**config.mk**
```make
export PLATFORM = sky130hd
export DESIGN_NAME = bist_controller_param
export DESIGN_NICKNAME = d
export VERILOG_FILES = /design/src/rtl/bist_controller_param.sv
export SDC_FILE = /design/constraint.sdc
export NUM_CORES = 1
export LEC_CHECK = 0
export CORE_ASPECT_RATIO = 1.5
export CORE_MARGIN = 5
export CORE_UTILIZATION = 45
export CTS_BUF_LIST = sky130_fd_sc_hd__clkbuf_2
export CTS_CLUSTER_DIAMETER = 60
export DETAILED_ROUTE_END_ITERATION = 7
export PLACE_DENSITY = 0.79
export SETUP_SLACK_MARGIN = 0.5
export SLEW_MARGIN = 10
export SYNTH_ARGS = -nofsm -noshare
export SYNTH_HDL_FRONTEND = slang
export SYNTH_SLANG_ARGS = --single-unit
```
**constraint.sdc**
```tcl
create_clock -name clock -period 2.38 [get_ports clock]
set_input_delay 0.476 -clock clock [delete_from_list [all_inputs] [get_ports clock]]
set_output_delay 0.476 -clock clock [all_outputs]
set_load 0.05 [all_outputs]
```
**src/rtl/bist_controller_param.sv**
```systemverilog
// -----------------------------------------------------------------------------
// bist_controller_param
//
// Built-in self-test controller for a combinational CUT. The block owns the
// pattern LFSR, the response MISR and the functional/test input mux. A small
// four-state FSM runs one test of NUM_PATTERNS patterns per accepted start.
// At the end it compares the compacted signature against GOLDEN_SIG.
//
// State table
//   state     | meaning
//   S_IDLE    | waiting for start with testmode high; signature and result hold
//   S_RUN     | one pattern per cycle: MISR absorbs cut_resp, LFSR advances
//   S_COMPARE | signature is final; result registers load at this edge
//   S_DONE    | test_done pulse for one cycle, then back to idle
//
// Ports
//   clock          : single rising-edge clock
//   reset          : asynchronous, active-high
//   testmode       : 1 = BIST drives the CUT inputs
//   start          : test request, sampled in S_IDLE only
//   func_in        : functional CUT inputs
//   cut_in         : CUT inputs, testmode ? LFSR state : func_in
//   cut_resp       : CUT response
//   signature      : current MISR state
//   busy           : high in S_RUN and S_COMPARE
//   test_done      : one-cycle pulse when the result is valid
//   fault_detected : signature mismatch on the last completed test
//   pass           : signature match on the last completed test
// -----------------------------------------------------------------------------
module bist_controller_param #(
  parameter int                   PAT_W        = 3,
  parameter int                   RSP_W        = 2,
  parameter int                   SIG_W        = 4,
  parameter logic [PAT_W-1:0]     LFSR_TAPS    = 3'b110,
  parameter logic [PAT_W-1:0]     LFSR_SEED    = 3'b001,
  parameter logic [SIG_W-1:0]     MISR_TAPS    = 4'b1001,
  parameter int                   NUM_PATTERNS = 7,
  parameter logic [SIG_W-1:0]     GOLDEN_SIG   = 4'b0011
) (
  input  logic             clock,
  input  logic             reset,
  input  logic             testmode,
  input  logic             start,
  input  logic [PAT_W-1:0] func_in,
  output logic [PAT_W-1:0] cut_in,
  input  logic [RSP_W-1:0] cut_resp,
  output logic [SIG_W-1:0] signature,
  output logic             busy,
  output logic             test_done,
  output logic             fault_detected,
  output logic             pass
);

  localparam int CNT_W = $clog2(NUM_PATTERNS) + 1;
  localparam logic [CNT_W-1:0] LAST_CNT = CNT_W'(NUM_PATTERNS - 1);

  typedef enum logic [1:0] {
    S_IDLE    = 2'd0,
    S_RUN     = 2'd1,
    S_COMPARE = 2'd2,
    S_DONE    = 2'd3
  } state_t;

  state_t           state_q, state_d;
  logic [PAT_W-1:0] lfsr_q, lfsr_d;
  logic [SIG_W-1:0] misr_q, misr_d;
  logic [CNT_W-1:0] cnt_q, cnt_d;
  logic             pass_q, pass_d;
  logic             fault_q, fault_d;

  logic             lfsr_fb;
  logic [PAT_W-1:0] lfsr_next;
  logic             misr_fb;
  logic [SIG_W-1:0] misr_next;
  logic [SIG_W-1:0] resp_ext;

  // Fibonacci LFSR, shifting left with the feedback bit entering at the LSB.
  assign lfsr_fb   = ^(lfsr_q & LFSR_TAPS);
  assign lfsr_next = {lfsr_q[PAT_W-2:0], lfsr_fb};

  // MISR: same shift structure, with the response folded into the low bits.
  assign resp_ext  = SIG_W'(cut_resp);
  assign misr_fb   = ^(misr_q & MISR_TAPS);
  assign misr_next = {misr_q[SIG_W-2:0], misr_fb} ^ resp_ext;

  always_ff @(posedge clock or posedge reset) begin
    if (reset) begin
      state_q <= S_IDLE;
      lfsr_q  <= LFSR_SEED;
      misr_q  <= '0;
      cnt_q   <= '0;
      pass_q  <= 1'b0;
      fault_q <= 1'b0;
    end else begin
      state_q <= state_d;
      lfsr_q  <= lfsr_d;
      misr_q  <= misr_d;
      cnt_q   <= cnt_d;
      pass_q  <= pass_d;
      fault_q <= fault_d;
    end
  end

  always_comb begin
    state_d = state_q;
    lfsr_d  = lfsr_q;
    misr_d  = misr_q;
    cnt_d   = cnt_q;
    pass_d  = pass_q;
    fault_d = fault_q;

    // Results are only meaningful in BIST mode; leaving it clears them.
    if (!testmode) begin
      pass_d  = 1'b0;
      fault_d = 1'b0;
    end

    unique case (state_q)
      S_IDLE: begin
        if (start && testmode) begin
          lfsr_d  = LFSR_SEED;
          misr_d  = '0;
          cnt_d   = '0;
          pass_d  = 1'b0;
          fault_d = 1'b0;
          state_d = S_RUN;
        end
      end
      S_RUN: begin
        // Abort holds LFSR and MISR so the partial signature stays visible.
        if (!testmode) begin
          state_d = S_IDLE;
        end else begin
          misr_d = misr_next;
          lfsr_d = lfsr_next;
          cnt_d  = cnt_q + CNT_W'(1);
          if (cnt_q == LAST_CNT) begin
            state_d = S_COMPARE;
          end
        end
      end
      S_COMPARE: begin
        if (!testmode) begin
          state_d = S_IDLE;
        end else begin
          fault_d = (misr_q != GOLDEN_SIG);
          pass_d  = (misr_q == GOLDEN_SIG);
          state_d = S_DONE;
        end
      end
      S_DONE: begin
        state_d = S_IDLE;
      end
      default: begin
        state_d = S_IDLE;
      end
    endcase
  end

  assign cut_in         = testmode ? lfsr_q : func_in;
  assign signature      = misr_q;
  assign busy           = (state_q == S_RUN) || (state_q == S_COMPARE);
  assign test_done      = (state_q == S_DONE);
  assign pass           = pass_q;
  assign fault_detected = fault_q;

endmodule

```
==> flow_metrics.env <==
export IMPL_status="completed"
export IMPL_core_area_mm2=0.00198
export IMPL_start_util=0.461
export IMPL_max_cap_violations=0
export IMPL_path_class="in -> out"
export IMPL_met2_usage=0.250
export IMPL_ys_types=31
export IMPL_synth_fp_nets=110
export IMPL_antenna_left=0
export IMPL_antenna_found_initial=0
export IMPL_port_buffers=19
export IMPL_clk_pin_slew_ns=0.13
export IMPL_clock_latency_ns=0.28
export IMPL_grt_ovfl_total=0
export IMPL_grt_busiest_layer="met2"
export IMPL_syn_area_um2=912
export IMPL_insertedDiodeCount=0
export IMPL_postSynthAreaPerCell_um2=9.60
export IMPL_postRouteWirelength_um=1850
export IMPL_die_h_um=65.1
export IMPL_end_kind="primary output"
export IMPL_reg2reg_depth=5
export IMPL_final_period_utilization=0.753
export IMPL_gr_usage_met1=0.179
export IMPL_fin_nets=131
export IMPL_fin_skew_ns=0.00299
export IMPL_relSlewSlack=0.572
export IMPL_grt_usage=0.150
export IMPL_cts_root_buffer="clkbuf_2"
export IMPL_power_leakage_nw=0.510
export IMPL_rsz0062_at_grt="no"
export IMPL_cp_startpoint="testmode"
export IMPL_clock_sinks=15
export IMPL_maxSlewViolCount=0
export IMPL_cts_tree="built"
export IMPL_die_w_um=46.8
export IMPL_vias_per_cell=5.53
export IMPL_crit_arrival_ns=1.32
export IMPL_hold_violations=0
export IMPL_final_common_cell="nand2_1"
export IMPL_clockBufferDepth=2
export IMPL_tightestPinTransition_ns=0.640
export IMPL_tns_ns=0
export IMPL_dr_total_vias=758
export IMPL_hold_class="reg -> reg"
export IMPL_place_detailed_hpwl_um=1440
export IMPL_use_met3=0.0301
export IMPL_synthFlopType="dfrtp_1"
export IMPL_ys_seq_elements=15
export IMPL_synth_cells=95
export IMPL_fmax_mhz=558
export IMPL_r2r_setup_slack_ns=0.64
export IMPL_fillers=212
export IMPL_pin_count=20
export IMPL_synth_edff_count=0
export IMPL_ys_seq_area_frac=0.413
export IMPL_p_per_area_mw_per_mm2=1250
export IMPL_place_congestion=0.716
export IMPL_worstReg2RegStart="state_q[0]"
export IMPL_post_dp_cell_area_mm2=0.00109
export IMPL_grt_pass1_vias=806
export IMPL_grt_max_degree=16
export IMPL_layout_common_cells="nand2_1 (16), dfrtp_1 (14), clkdlybuf4s50_1 (7)"
export IMPL_cp_data_required_time_ns=1.90
export IMPL_peakVddDrop_v=0.000589
export IMPL_grt_pass1_wl_um=3420
export IMPL_worstSetupEndpoint="cut_in[2]"
export IMPL_rows=20
export IMPL_fin_crit_ns=1.79
export IMPL_routedWlPerCell_um=13.5
export IMPL_numCtsBuffers=3
export IMPL_worstReg2RegEnd="cnt_q[3]"
export IMPL_final_cell_area_mm2=0.00110
export IMPL_synth_async_reset_ratio=1.00
export IMPL_drc=0
export IMPL_setup_viol=0
export IMPL_drt_first_pass_iters=4
export IMPL_synth_warnings=0
export IMPL_cts_hold_buf=0
export IMPL_die_area_mm2=0.00305
export IMPL_cp_start_kind="input pin"
export IMPL_area_delta_synth_final_pct=20.2
export IMPL_htree_levels=1
export IMPL_crit_fanout=8
export IMPL_drt_initial_drc_count=16
export IMPL_drive_above_1_share=0.217
## Yosys cell counts (2+ instances only)
library cell	number	area share
a21oi_1	5	0.027
a22o_2	2	0.022
a22oi_1	2	0.016
dfrtp_1	14	0.38
ha_1	6	0.082
inv_1	6	0.025
mux2_2	3	0.037
nand2_1	16	0.066
nand3_1	4	0.022
nand4_1	3	0.021
nor2_1	3	0.012
nor2b_1	2	0.014
nor3_1	2	0.011
o21ai_0	4	0.022
o21ai_2	3	0.029
o31ai_1	3	0.025
xnor2_1	3	0.029
## final cells by class
| cell class | instances | area [um2] | share of cell area |
|---|---|---|---|
| well taps | 22 | 27.5 | 0.0251 |
| inverters | 6 | 22.5 | 0.0205 |
| repair buffers | 20 | 173 | 0.158 |
| clock buffers | 4 | 20.0 | 0.0183 |
| multi-input cells | 70 | 477 | 0.435 |
| flip-flops and latches | 15 | 377 | 0.344 |
## worst min-delay path by stage
stage | startpoint | end | slack, ns | cells past startpoint
2_1_floorplan | reset | cnt_q[0] | 0.38 | 1
3_3_place_gp | lfsr_q[0] | lfsr_q[0] | 0.51 | 1
3_5_place_dp | lfsr_q[0] | lfsr_q[0] | 0.51 | 1
4_1_cts | lfsr_q[0] | lfsr_q[0] | 0.53 | 1
5_1_grt | lfsr_q[0] | lfsr_q[0] | 0.55 | 1
6_report | lfsr_q[0] | lfsr_q[0] | 0.53 | 1
## critical path, cell delays in order
cell             delay, ns
clkdlybuf4s15_2       0.29
mux2_2                0.36
buf_4                 0.19
## report_power, final
part / switching (W) / internal, W / total (W)
combinational: 0.000513 / 0.000269 / 0.000782
sequential: 0.000115 / 0.000353 / 0.000468
clock: 0.0000764 / 0.0000446 / 0.000121
total: 0.000704 / 0.000667 / 0.00137
## cell families (layout without fill, tap and decap cells)
logic type                 Yosys count  after routing  share of synthesized area
xor gates and xnor gates             3              3                     0.0288
and+or+nand+nor                     32             32                      0.162
buffers and inverters               10             30                     0.0672
AOI/OAI and AO/OA                   25             25                      0.199
DFF                                 15             15                      0.413
adders and majority gates            6              6                     0.0823
muxes                                4              4                     0.0480
## stage by stage
stage	setup slack (ns)	hold WS, ns	std cells	power [W]	utilization
after global placement	0.210	0.507	133	0.00126	0.551
after CTS	0.511	0.534	137	0.00138	0.558
final	0.588	0.530	137	0.00137	0.554
after global routing	0.501	0.552	137	0.00149	0.554
after detailed placement	0.182	0.515	133	0.00128	0.551
after floorplan	0.871	0.377	95	0.00110	-
## sequential cells by signal, summed over array words and instances, names as in the netlist
signal	cells
cnt_q	4
signature	4
lfsr_q	3
state_q	2
fault_detected	1
pass	1
## per-layer routing
metal,up-vias,wire length [um],part of all wire
met5,-,0,0
met3,5,75,0.041
met4,0,31,0.017
met1,365,749,0.41
met2,15,993,0.54
li1,373,-,-
## timing repair
| item | in CTS | in global routing |
|---|---|---|
| endpoints found under the setup margin | 10 | 8 |
| gates cloned | 0 | 0 |
| hold endpoints to repair | 0 | 0 |
| resized for setup | 11 | 4 |
| buffers inserted | 0 | 0 |
Note: power is estimated with default switching activity, not from simulation.
